--- config.mk ---
export PLATFORM = sky130hd
export DESIGN_NAME = name_table_row_loader
export DESIGN_NICKNAME = d
export VERILOG_FILES = /design/src/rtl/name_table_row_loader_pkg.sv /design/src/rtl/name_table_row_loader_port_mux.sv /design/src/rtl/name_table_row_loader.sv
export SDC_FILE = /design/constraint.sdc
export NUM_CORES = 1
export LEC_CHECK = 0
export CORE_MARGIN = 1.5
export CORE_UTILIZATION = 41
export DETAILED_ROUTE_END_ITERATION = 12
export GPL_TIMING_DRIVEN = 0
export MAX_ROUTING_LAYER = met4
export PLACE_DENSITY = 0.82
export SYNTH_ARGS = -nofsm -noshare
export SYNTH_HDL_FRONTEND = slang
export SYNTH_SLANG_ARGS = --single-unit
--- constraint.sdc ---
create_clock -name clk -period 2.6 [get_ports clk]
set_input_delay 0.39 -clock clk [delete_from_list [all_inputs] [get_ports clk]]
set_output_delay 0.39 -clock clk [all_outputs]
set_load 0.01 [all_outputs]
--- src/rtl/name_table_row_loader_pkg.sv ---
// Shared constants and FSM encoding for the name-table row loader.
// Geometry defaults are exposed here so the top, the port mux and any
// software-facing collateral agree on a single set of numbers.
package name_table_row_loader_pkg;

    localparam int NTL_RAM_AW        = 9;    // 512-word name-table RAM
    localparam int NTL_ROM_AW        = 12;   // map-ROM word address width
    localparam int NTL_ROWS          = 30;   // valid destination rows 0..29
    localparam int NTL_WORDS_PER_ROW = 8;    // 32 tiles, 4 per word
    localparam int NTL_ATTR_BASE     = 240;  // attribute region word address

    typedef enum logic [2:0] {
        IDLE    = 3'd0,
        FETCH   = 3'd1,
        CAPTURE = 3'd2,
        WRITE   = 3'd3,
        DONE    = 3'd4
    } ntl_state_t;

endpackage

--- src/rtl/name_table_row_loader_port_mux.sv ---
// ntl_port_mux: combinational write-port priority mux for the name-table
// RAM. The CPU owns the port whenever any byte enable is set; otherwise the
// loader may write a full word; otherwise the port is quiet (all zero).
module ntl_port_mux #(
    parameter int RAM_AW = 9
) (
    input  logic [RAM_AW-1:0] cpu_addr,
    input  logic [31:0]       cpu_din,
    input  logic [3:0]        cpu_we,
    input  logic              ld_req,
    input  logic [RAM_AW-1:0] ld_addr,
    input  logic [31:0]       ld_din,
    output logic [RAM_AW-1:0] ram_addr,
    output logic [31:0]       ram_din,
    output logic [3:0]        ram_we
);

    // CPU first, loader second, idle port driven to zero
    always_comb begin
        ram_addr = '0;
        ram_din  = '0;
        ram_we   = 4'h0;
        if (cpu_we != 4'h0) begin
            ram_addr = cpu_addr;
            ram_din  = cpu_din;
            ram_we   = cpu_we;
        end else if (ld_req) begin
            ram_addr = ld_addr;
            ram_din  = ld_din;
            ram_we   = 4'hF;
        end
    end

endmodule

--- src/rtl/name_table_row_loader.sv ---
// name_table_row_loader: copies one background row from the level-map ROM
// into the name-table RAM, one word every three cycles, yielding the RAM
// write port to the CPU whenever the CPU writes.
// Optional attribute copy: define NTL_ATTR_COPY_EN to also copy the two
// attribute words that follow the tile words in each ROM row.
module name_table_row_loader
    import name_table_row_loader_pkg::*;
#(
    parameter int RAM_AW        = NTL_RAM_AW,
    parameter int ROM_AW        = NTL_ROM_AW,
    parameter int ROWS          = NTL_ROWS,
    parameter int WORDS_PER_ROW = NTL_WORDS_PER_ROW,
    parameter int ATTR_BASE     = NTL_ATTR_BASE
) (
    input  logic              clk,
    input  logic              rst,
    input  logic [RAM_AW-1:0] cpu_addr,
    input  logic [31:0]       cpu_din,
    input  logic [3:0]        cpu_we,
    input  logic              start,
    input  logic [7:0]        src_row,
    input  logic [4:0]        dst_row,
    output logic              busy,
    output logic              done,
    output logic [ROM_AW-1:0] map_addr,
    input  logic [31:0]       map_data,
    output logic [RAM_AW-1:0] ram_addr,
    output logic [31:0]       ram_din,
    output logic [3:0]        ram_we
);

`ifdef NTL_ATTR_COPY_EN
    localparam int ATTR_WORDS = 2;
`else
    localparam int ATTR_WORDS = 0;
`endif
    // ROM row stride and number of words moved per load
    localparam int STRIDE = WORDS_PER_ROW + ATTR_WORDS;
    localparam int CW     = $clog2(STRIDE) + 1;

    ntl_state_t        state_q, state_d;
    logic [CW-1:0]     cnt_q;
    logic [7:0]        src_q;
    logic [4:0]        dst_q;
    logic [31:0]       data_q;
    logic              cpu_active;
    logic              accept;
    logic              last;
    logic              ld_req;
    logic [RAM_AW-1:0] ld_addr;

    assign cpu_active = (cpu_we != 4'h0);
    assign accept     = start && ({27'd0, dst_row} < 32'(ROWS));
    assign last       = (cnt_q == CW'(STRIDE - 1));

    // Source word address in the map ROM, truncated to the ROM width
    function automatic logic [ROM_AW-1:0] src_word(input logic [7:0] row,
                                                   input logic [CW-1:0] idx);
        return ROM_AW'(int'(row) * STRIDE + int'(idx));
    endfunction

    // Destination address: tile words fill the row, attribute words (if any)
    // land in the attribute region, two per row
    always_comb begin
        ld_addr = RAM_AW'(int'(dst_q) * WORDS_PER_ROW + int'(cnt_q));
        if (ATTR_WORDS != 0 && int'(cnt_q) >= WORDS_PER_ROW)
            ld_addr = RAM_AW'(ATTR_BASE + int'(dst_q) * ATTR_WORDS
                              + int'(cnt_q) - WORDS_PER_ROW);
    end

    // State register
    always_ff @(posedge clk or posedge rst) begin
        if (rst) state_q <= IDLE;
        else     state_q <= state_d;
    end

    // Next-state and status decode; a CPU write in WRITE stalls the loader
    always_comb begin
        state_d = state_q;
        busy    = 1'b0;
        done    = 1'b0;
        ld_req  = 1'b0;
        case (state_q)
            IDLE:    if (accept) state_d = FETCH;
            FETCH:   begin busy = 1'b1; state_d = CAPTURE; end
            CAPTURE: begin busy = 1'b1; state_d = WRITE; end
            WRITE: begin
                busy   = 1'b1;
                ld_req = 1'b1;
                if (!cpu_active) state_d = last ? DONE : FETCH;
            end
            DONE:    begin done = 1'b1; state_d = IDLE; end
            default: state_d = IDLE;
        endcase
    end

    // Datapath: argument latch, word counter, ROM address and data latch
    always_ff @(posedge clk or posedge rst) begin
        if (rst) begin
            cnt_q    <= '0;
            src_q    <= '0;
            dst_q    <= '0;
            data_q   <= '0;
            map_addr <= '0;
        end else begin
            case (state_q)
                IDLE: if (accept) begin
                    src_q    <= src_row;
                    dst_q    <= dst_row;
                    cnt_q    <= '0;
                    map_addr <= src_word(src_row, '0);
                end
                CAPTURE: data_q <= map_data;
                WRITE: if (!cpu_active && !last) begin
                    cnt_q    <= cnt_q + CW'(1);
                    map_addr <= src_word(src_q, cnt_q + CW'(1));
                end
                default: ;
            endcase
        end
    end

    ntl_port_mux #(.RAM_AW(RAM_AW)) u_port_mux (
        .cpu_addr (cpu_addr),
        .cpu_din  (cpu_din),
        .cpu_we   (cpu_we),
        .ld_req   (ld_req),
        .ld_addr  (ld_addr),
        .ld_din   (data_q),
        .ram_addr (ram_addr),
        .ram_din  (ram_din),
        .ram_we   (ram_we)
    );

endmodule

==> results of run 1 <==
kinds of logic after synthesis:
kind of cell               count (synthesis)
DFF                                       61
AOI/OAI and AO/OA                         57
muxes                                     55
and+or+nand+nor                           55
buffers and inverters                     27
xor gates and xnor gates                   7
adders and majority gates                  5
path summary, 6_finish.rpt:
check | from | to | slack (ps) | cells after the start
worst max-delay path | cpu_we[2] | ram_din[12] | 50 | 8
min in group clk | map_addr[9]$_DFFE_PP0P_ | map_addr[9]$_DFFE_PP0P_ | 510 | 1
max in group asynchronous | rst | data_q[25]$_DFFE_PP0P_ | 1510 | 3
worst min register to register | map_addr[9]$_DFFE_PP0P_ | map_addr[9]$_DFFE_PP0P_ | 510 | 1
worst min-delay path | rst | map_addr[11]$_DFFE_PP0P_ | 480 | 2
worst max register to register | map_addr[0]$_DFFE_PP0P_ | map_addr[9]$_DFFE_PP0P_ | 390 | 8
cell type report:
class,instances,area [um2],share of cell area [%]
Inverter,4,15.01,0.2964
Timing Repair Buffer,163,1485,29.32
Buffer,21,185.2,3.655
Tap cell,99,123.9,2.445
Multi-Input combinational cell,179,1539,30.38
Sequential cell,61,1526,30.13
Clock buffer,11,141.4,2.791
Clock inverter,5,50.05,0.9879
registers in the layout, summed over array words and instances (netlist names):
register,count
data_q,32
map_addr,12
src_q,8
dst_q,5
state_q,3
cnt_q,1
cells in the final DEF (no fill, tap or decap), types with 2 or more instances in the layout:
| cell type | netlist | final |
|---|---|---|
| mux2_2 | 47 | 47 |
| inv_1 | 4 | 3 |
| buf_8 | 1 | 2 |
| xnor2_1 | 4 | 4 |
| mux2_4 | 7 | 7 |
| dlygate4sd2_1 | 0 | 7 |
| dlymetal6s2s_1 | 0 | 2 |
| clkinv_2 | 0 | 4 |
| buf_6 | 1 | 3 |
| xor2_1 | 3 | 3 |
| and3_1 | 2 | 2 |
| nand3_1 | 11 | 11 |
| o21ai_0 | 5 | 5 |
| dfrtp_1 | 61 | 61 |
| nand4_1 | 3 | 3 |
| clkdlybuf4s50_1 | 0 | 103 |
| nor3_1 | 2 | 2 |
| nand3b_1 | 2 | 2 |
| ha_1 | 5 | 5 |
| clkdlybuf4s15_2 | 0 | 3 |
| clkbuf_1 | 17 | 9 |
| clkbuf_8 | 0 | 16 |
| or4_1 | 2 | 2 |
| nor2_1 | 7 | 6 |
| clkdlybuf4s15_1 | 0 | 6 |
| or2_2 | 5 | 5 |
| buf_4 | 3 | 10 |
| a22o_1 | 41 | 41 |
| buf_2 | 1 | 30 |
| o21a_1 | 2 | 2 |
| nand2_1 | 15 | 15 |
| o211ai_1 | 2 | 2 |
per-layer routing:
metal	part of all wire [%]	GRT usage, %	wire (um)	up-vias
met1	43	28.53	4032	1386
met4	2.3	9.375	212	0
met2	50	38.74	4636	95
met5	0	-	0	-
met3	4.9	4.941	460	16
li1	-	-	-	1331
worst register-to-register path, stage by stage, from the launching register on:
cell and delay [ps]:
dfrtp_1 450, nand3_1 120, xnor2_1 260, ha_1 260
ha_1 230, nand4_1 170, or4_1 440, nand3_1 100
mux2_4 140
where the power goes:
part           internal [mW]  total [mW]  switching [mW]
Clock                  0.462       0.826           0.364
Combinational          0.699        1.07           0.371
Sequential              1.31        1.55           0.242
timing repair:
action | CTS | global route
buffers inserted | 9 | 0
cloned | 1 | 1
gates resized for setup | 177 | 3
endpoints found under the setup margin | 45 | 44
pin swaps | 2 | 3
stage by stage:
| step | setup TNS, ps | std cells | hold slack (ps) | util (%) |
|---|---|---|---|---|
| 4_1_cts | 0 | 543 | 507.9 | 68.16 |
| 2_1_floorplan | 0 | 267 | 481.6 | - |
| 3_5_place_dp | -34390 | 518 | 497.3 | 65.41 |
| 3_3_place_gp | -58500 | 517 | 490.6 | 65.14 |
| 5_1_grt | 0 | 543 | 526.1 | 68.38 |
| 6_report | 0 | 543 | 483.6 | 68.38 |
==> metrics.yaml, run 1 <==
outcome: "completed"
design_area_um2: 5066
ys_top_cells_by_area: "dfrtp_1 48%, mux2_2 17%, a22o_1 11%"
clk_pin_slew_worst_paths_ps: 70
p_leak_nw: 2.226
syn_avg_cell_area_um2: 11.95
crit_buf_inv: 5
synthAdderAreaFrac_pct: 1.961
cts_tree: "built"
max_freq_ghz: 0.3920
synth_compound_area_share_pct: 14.78
setup_slack_ps: 49.06
synth_top_family_by_area: "multiplexers"
slowest_delay_ps: 470
worstPathMaxFanout: 5
grt_pass1_wl_um: 14860
dpl.hpwl_um: 6907
slew_violations: 0
synthDistinctLibCells: 39
layout-drive-gt1-share_pct: 31.08
synth-seq-area-share_pct: 47.84
fin_crit_ps: 2551
antenna_found_initial: 0
synth_top_area_cell: "dfrtp_1"
hold_violations: 0
drt-initial-drc-count: 127
post-route-period-util_pct: 98.11
fillers: 577
yosys_warnings: 0
die_h_um: 91.22
cts-root-buf: "clkbuf_8"
ir_drop_mv: 0.4293
cts_buffer_depth: 2
ios: 152
io_buffers: 151
dpl_cell_area_um2: 4846
synth_common_cells: "61 x dfrtp_1, 47 x mux2_2, 41 x a22o_1, 17 x clkbuf_1, 15 x nand2_1"
hold_path_class: "primary input to async pin"
relSlewSlack_pct: 53.04
dieArea_um2: 8320
grt_overflow: 0
place_congestion: 0.8867
synth_enable_flop_cells: 0
synthMuxAreaShare_pct: 20.20
ant_nets: 0
vias: 2828
first_pass_iters: 4
routed_wl_um: 9342
arrival_ps: 2160
core_um2: 7408
wl_per_cell_um: 17.20
grt_usage_pct: 23.67
async_flop_share_pct: 100.0
syn_inst: 267
synth-seq-cells: 61
grt_setup_unrepaired: "no"
crit_type: "primary input to output pin"
required_ps: 2210
cp_top_family: "buffers and inverters"
grt_max_degree: 35
num_rows: 31
worstSkewPairLatency_ps: 340
endpoint_kind: "output pin"
grt_pass1_vias: 2945
start_kind: "primary input"
post-place-ws_ps: -868.1
syn_to_final_growth_pct: 58.78
netlist_area_um2: 3191
finalSetupViolCount: 0
start_util_pct: 43.07
clock-sinks: 61
htreeDepth: 3
synth_top_area_share_pct: 47.84
synthMostInstantiatedCell: "dfrtp_1"
drc: 0
cts_inserted_buffers: 9
die_w_um: 91.22
syn-num-nets: 365
postCtsHoldBufs: 0
nets: 537
synth_xor_area_share_pct: 1.922
skew_ps: 8.114
n_antenna_cell: 0
maxCapViolations: 0
slowest_stage: "or4_4"
vias_per_cell: 5.208
fin_total_pwr_mw: 3.443
powerDensity_nw_per_um2: 679.6
worst_pin_slew_ps: 703.3
yosys.area_share.simple_pct: 9.137
ys.flop_type: "dfrtp_1"
crit_chain: "clkdlybuf4s50_1 -> or4_4 -> nor2_4 -> buf_6 -> buf_8 -> clkbuf_16 -> a22o_1 -> buf_2"
Note: power is estimated with default switching activity, not from simulation.
==> inputs of run 2 (changes only) <==
--- a/config.mk
+++ b/config.mk
@@ -5,12 +5,14 @@
 export SDC_FILE = /design/constraint.sdc
 export NUM_CORES = 1
 export LEC_CHECK = 0
+export ABC_AREA = 1
 export CORE_MARGIN = 1.5
-export CORE_UTILIZATION = 41
+export CORE_UTILIZATION = 34
 export DETAILED_ROUTE_END_ITERATION = 12
 export GPL_TIMING_DRIVEN = 0
 export MAX_ROUTING_LAYER = met4
-export PLACE_DENSITY = 0.82
+export PLACE_DENSITY = 0.7
+export SLEW_MARGIN = 20
 export SYNTH_ARGS = -nofsm -noshare
 export SYNTH_HDL_FRONTEND = slang
 export SYNTH_SLANG_ARGS = --single-unit
==> run 2 against run 1 <==
  * Via count grew 11%
  * Clock skew rose by 0.76 ps
  * Register-to-register slack better by 300 ps
  * Design area is 3.7% higher
  * Worst setup slack better by 46 ps
  * Power rose by 30%
  * Count of clock-buffer cells in the layout grew 1
  * Routed wire length is 3.6% higher
  * Worst hold slack got worse by 80 ps
  * First-iteration DRC count decreased by 32%
  * Critical endpoint is now ram_we[3]
  * Highest routed layer unchanged
==> metrics.yaml, run 2 <==
io_buffers: 151
powerDensity_nw_per_um2: 854.5
synth-seq-area-share_pct: 46.80
multi_input_area_um2: 1480
antenna_found_initial: 0
die_h_um: 100.9
first_pass_iters: 4
place_congestion: 0.8956
netlist_area_um2: 3262
relSlewSlack_pct: 72.19
regArea_um2: 1526
dpl.hpwl_um: 7317
hold_path_class: "primary input to async pin"
worstSkewPairLatency_ps: 330
grt_overflow: 0
grt_pass1_vias: 3246
ys.flop_type: "dfrtp_1"
grt_pass1_wl_um: 15420
start_util_pct: 35.13
mostFrequentLayoutCell: "clkdlybuf4s50_1"
cts-root-buf: "clkbuf_8"
dpl_cell_area_um2: 4957
worst_pin_slew_ps: 417.2
synth_top_area_cell: "dfrtp_1"
skew_ps: 8.871
async_flop_share_pct: 100.0
worstPathMaxFanout: 7
grt_usage_pct: 20.21
syn_avg_cell_area_um2: 9.214
synth_enable_flop_cells: 0
htreeDepth: 3
synth_compound_area_share_pct: 14.46
dpl.cell_count: 635
synth_common_cells: "79 x nand2_1, 61 x dfrtp_1, 32 x inv_1, 30 x a22o_1, 28 x mux2_2"
timing.hold.ws_ps: 403.2
yosys_warnings: 0
syn-num-nets: 452
finalSetupViolCount: 0
core_um2: 9284
grt_max_degree: 36
p_leak_nw: 2.505
nets: 619
ir_drop_mv: 0.3249
fin_total_pwr_mw: 4.489
final_cells: 655
cts_inserted_buffers: 9
top_regs: "data_q x32, map_addr x12, src_q x8"
vias: 3140
synth_xor_area_share_pct: 1.074
reg2reg_from: "map_addr[2]$_DFFE_PP0P_"
post-route-period-util_pct: 96.33
hold_violations: 0
yosys.area_share.simple_pct: 17.87
crit_type: "primary input to output pin"
cts_tree: "built"
routed_wl_um: 9675
start_kind: "primary input"
mostFrequentLayoutCells: "115 x clkdlybuf4s50_1, 78 x nand2_1, 61 x dfrtp_1"
synth-seq-cells: 61
fillers: 884
largest_register: "data_q"
vias_per_cell: 4.794
grt_setup_unrepaired: "no"
crit_path_start: "cpu_we[1]"
max_freq_ghz: 0.3993
syn_to_final_growth_pct: 61.07
slew_violations: 0
required_ps: 2210
cts_buffer_depth: 2
synth_top_family_by_area: "simple AND/OR/NAND/NOR gates"
wl_per_cell_um: 14.77
endpoint_kind: "output pin"
ios: 152
fin_crit_ps: 2504
synth_top_area_share_pct: 46.80
synthMuxAreaShare_pct: 9.666
num_rows: 35
maxCapViolations: 0
synthAdderAreaFrac_pct: 1.918
syn_inst: 354
dieArea_um2: 10190
synthDistinctLibCells: 32
largest_reg_flops: 32
outcome: "completed"
synthMostInstantiatedCell: "nand2_1"
clk_pin_slew_worst_paths_ps: 70
layout-drive-gt1-share_pct: 16.35
die_w_um: 100.9
drc: 0
drt-initial-drc-count: 86
design_area_um2: 5254
arrival_ps: 2110
ys_top_cells_by_area: "dfrtp_1 47%, mux2_2 9.7%, nand2_1 9.1%"
n_antenna_cell: 0
clock-sinks: 61
ant_nets: 0
run 2: what timing repair did:
action / in CTS / in global routing
buffers inserted: 5 / 0
pin swaps: 3 / 2
gates cloned: 0 / 0
endpoints found under the setup margin: 45 / 21
hold buffers: 0 / 0
gates resized for setup: 37 / 13
run 2: kinds of logic (layout without fill, tap and decap cells):
| logic type | count (synthesis) | count (layout) |
|---|---|---|
| flops | 61 | 61 |
| buf+inv | 53 | 225 |
| compound gates | 70 | 70 |
| simple gates | 133 | 133 |
| mux | 28 | 28 |
| xor+xnor | 4 | 4 |
| fa+ha+maj | 5 | 5 |
run 2: final cells by class:
| class | count | area share (%) |
|---|---|---|
| Timing Repair Buffer | 157 | 30.03 |
| Sequential cell | 61 | 29.05 |
| Multi-Input combinational cell | 240 | 28.17 |
| Tap cell | 129 | 3.072 |
| Buffer | 19 | 2.977 |
| Clock buffer | 12 | 2.953 |
| Inverter | 33 | 2.405 |
| Clock inverter | 4 | 1.334 |
run 2: worst paths after layout:
path                                       endpoint  slack, ps  depth (start not counted)
max                                       ram_we[3]        100                          8
min                          data_q[10]$_DFFE_PP0P_        400                          2
max reg2reg                 map_addr[9]$_DFFE_PP0P_        690                         11
min reg2reg                map_addr[11]$_DFFE_PP0P_        480                          2
max in group asynchronous    state_q[2]$_DFFE_PP0P_       1690                          3
min in group clk           map_addr[11]$_DFFE_PP0P_        480                          2
run 2: report_power, final:
group | switching, mW | internal (mW) | total [mW]
combinational | 0.821 | 0.978 | 1.80
sequential | 0.310 | 1.41 | 1.72
clock | 0.376 | 0.590 | 0.967
run 2: worst max-delay path, stage by stage:
cell,delay [ps]
clkdlybuf4s50_1,490
nor2_2,50
nand2_4,120
nor2_4,60
buf_8,130
buf_12,120
or2_2,260
clkdlybuf4s50_1,480
run 2: per-layer routing:
| layer | GRT usage [%] | wire (um) | vias to the layer above | part of all wire [%] |
|---|---|---|---|---|
| met3 | 3.051 | 511 | 4 | 5.3 |
| met2 | 33.94 | 4901 | 112 | 51 |
| met4 | 5.769 | 53 | 0 | 0.55 |
| met5 | - | 0 | - | 0 |
| met1 | 25.41 | 4208 | 1507 | 43 |
| li1 | - | - | 1517 | - |
run 2: per-stage QoR:
step           util (%)  worst slack (ps)  setup TNS (ps)
4_1_cts           56.32             1.043               0
3_5_place_dp      53.40            -398.3          -14380
3_3_place_gp      53.15            -467.0          -42530
5_1_grt           56.59             1.637               0
6_report          56.59             95.52               0
2_1_floorplan         -             697.0               0
==> inputs of run 3 (changes only) <==
--- a/config.mk
+++ b/config.mk
@@ -6,6 +6,7 @@
 export NUM_CORES = 1
 export LEC_CHECK = 0
 export ABC_AREA = 1
+export CORE_ASPECT_RATIO = 1.1
 export CORE_MARGIN = 1.5
 export CORE_UTILIZATION = 34
 export DETAILED_ROUTE_END_ITERATION = 12
==> constraint.sdc (replaced) <==
create_clock -name clk -period 2.65 [get_ports clk]
set_input_delay 0.3975 -clock clk [delete_from_list [all_inputs] [get_ports clk]]
set_output_delay 0.3975 -clock clk [all_outputs]
set_load 0.01 [all_outputs]
==> run 3 against run 2 <==
  * Clock power decreased by 3.0%
  * Worst hold slack got worse by 110 ps
  * Critical endpoint is now ram_we[0]
  * Largest cell class unchanged
  * Register-to-register slack improved by 130 ps
==> metrics.yaml, run 3 (same netlist as run 2, synthesis figures left out) <==
required_ps: 2250
grt_overflow: 0
arrival_ps: 2200
wl_per_cell_um: 14.73
drt-initial-drc-count: 131
largest_reg_flops: 32
regArea_um2: 1526
dpl.hpwl_um: 7218
multi_input_area_um2: 1480
grt_pass1_vias: 3194
ir_drop_mv: 0.4194
die_w_um: 96.39
timing.hold.ws_ps: 293.5
grt_setup_unrepaired: "no"
largest_register: "data_q"
worstPathMaxFanout: 6
finish.utilization_pct: 56.58
cts_tree: "built"
slew_violations: 0
max_freq_ghz: 0.3850
grt_max_degree: 55
first_pass_iters: 4
dieArea_um2: 10190
r2r_cells: 11
maxCapViolations: 0
layout-drive-gt1-share_pct: 16.48
setup_slack_ps: 52.64
reg2reg_from: "map_addr[2]$_DFFE_PP0P_"
n_antenna_cell: 0
ant_nets: 0
drc: 0
antenna_found_initial: 0
fin_crit_ps: 2597
post-route-period-util_pct: 98.01
routed_wl_um: 9500
fillers: 854
powerDensity_nw_per_um2: 836.8
final_cells: 645
core_um2: 9351
clock-sinks: 61
mostFrequentLayoutCells: "119 x clkdlybuf4s50_1, 78 x nand2_1, 61 x dfrtp_1"
slowest_stage: "clkdlybuf4s50_1"
outcome: "completed"
endpoint_kind: "output pin"
clk_pin_slew_worst_paths_ps: 70
ios: 152
die_h_um: 105.7
hold_violations: 0
p_leak_nw: 2.595
cts-root-buf: "clkbuf_8"
skew_ps: 9.308
finalSetupViolCount: 0
start_kind: "primary input"
cts_buffer_depth: 2
place_congestion: 0.9033
io_buffers: 151
design_area_um2: 5291
top_regs: "data_q x32, map_addr x12, src_q x8"
nets: 621
cts_inserted_buffers: 9
grt_pass1_wl_um: 15150
post-place-ws_ps: -411.4
mostFrequentLayoutCell: "clkdlybuf4s50_1"
worst_pin_slew_ps: 389.7
cp_common_cell: "clkdlybuf4s50_1"
hold_path_class: "primary input to async pin"
crit_type: "primary input to output pin"
num_rows: 37
postCtsHoldBufs: 0
relSlewSlack_pct: 74.02
syn_to_final_growth_pct: 62.22
dpl_cell_area_um2: 4950
grt_usage_pct: 20.36
worstSkewPairLatency_ps: 340
vias_per_cell: 4.760
crit_chain: "clkdlybuf4s50_1 -> nor2_2 -> nand2_4 -> nor2_4 -> buf_8 -> buf_4 -> or2_2 -> clkdlybuf4s50_1"
dpl.cell_count: 623
htreeDepth: 3
slowest_delay_ps: 520
vias: 3070
crit_path_start: "cpu_we[1]"
start_util_pct: 34.88
[run 3: cell types whose count changed in the layout (fill, tap and decap cells not counted)]
cell,previous run,this run
clkdlybuf4s50_1,115,119
dlygate4sd2_1,25,10
o21ai_0,27,26
buf_12,2,0
inv_2,3,2
buf_6,6,5
buf_2,2,3
clkbuf_2,3,2
o21ai_1,2,3
buf_4,9,13
buf_16,0,1
inv_1,29,30
dlymetal6s2s_1,11,22
[run 3: worst paths after layout]
check	endpoint	slack (ps)
min in group clk	map_addr[11]$_DFFE_PP0P_	470
max reg2reg	map_addr[9]$_DFFE_PP0P_	820
max	ram_we[0]	50
min	map_addr[10]$_DFFE_PP0P_	290
max in group asynchronous	data_q[22]$_DFFE_PP0P_	1870
min reg2reg	map_addr[11]$_DFFE_PP0P_	470
[run 3: worst max-delay path, delay by kind of cell]
family	cells	cell delay [ps]
buf+inv	4	1280
simple gates	4	510
[run 3: per-layer routing]
layer | vias to the layer above | wire [um] | share of wire [%] | track usage, %
li1 | 1517 | - | - | -
met3 | 17 | 708 | 7.5 | 5.628
met1 | 1410 | 3878 | 41 | 24.09
met5 | - | 0 | 0 | -
met4 | 0 | 196 | 2.1 | 7.453
met2 | 126 | 4716 | 50 | 32.80
[run 3: power breakdown]
group,internal (mW),switching (mW)
Sequential,1.39,0.319
Combinational,0.992,0.791
Clock,0.578,0.360
Total,2.96,1.47
[run 3: area by class of cell]
class / count / share of cell area, %
timing repair buffer: 159 / 30.88
sequential: 61 / 28.85
multi-input combinational: 240 / 27.97
clock buffer: 12 / 2.932
buffer: 19 / 2.885
tap: 117 / 2.767
inverter: 33 / 2.388
clock inverter: 4 / 1.324
[run 3: repair_timing]
item                       4_1_cts  5_1_grt
pin swaps                        2        1
setup buffers                    5        2
gates resized for setup         20       26
setup endpoints to repair       45       32
[run 3: per-stage QoR]
stage	total power, mW	setup TNS [ps]
6_report	4.428	0
5_1_grt	4.782	0
4_1_cts	4.450	-0.3879
3_5_place_dp	3.487	-14260
3_3_place_gp	3.437	-34990
2_1_floorplan	2.762	0
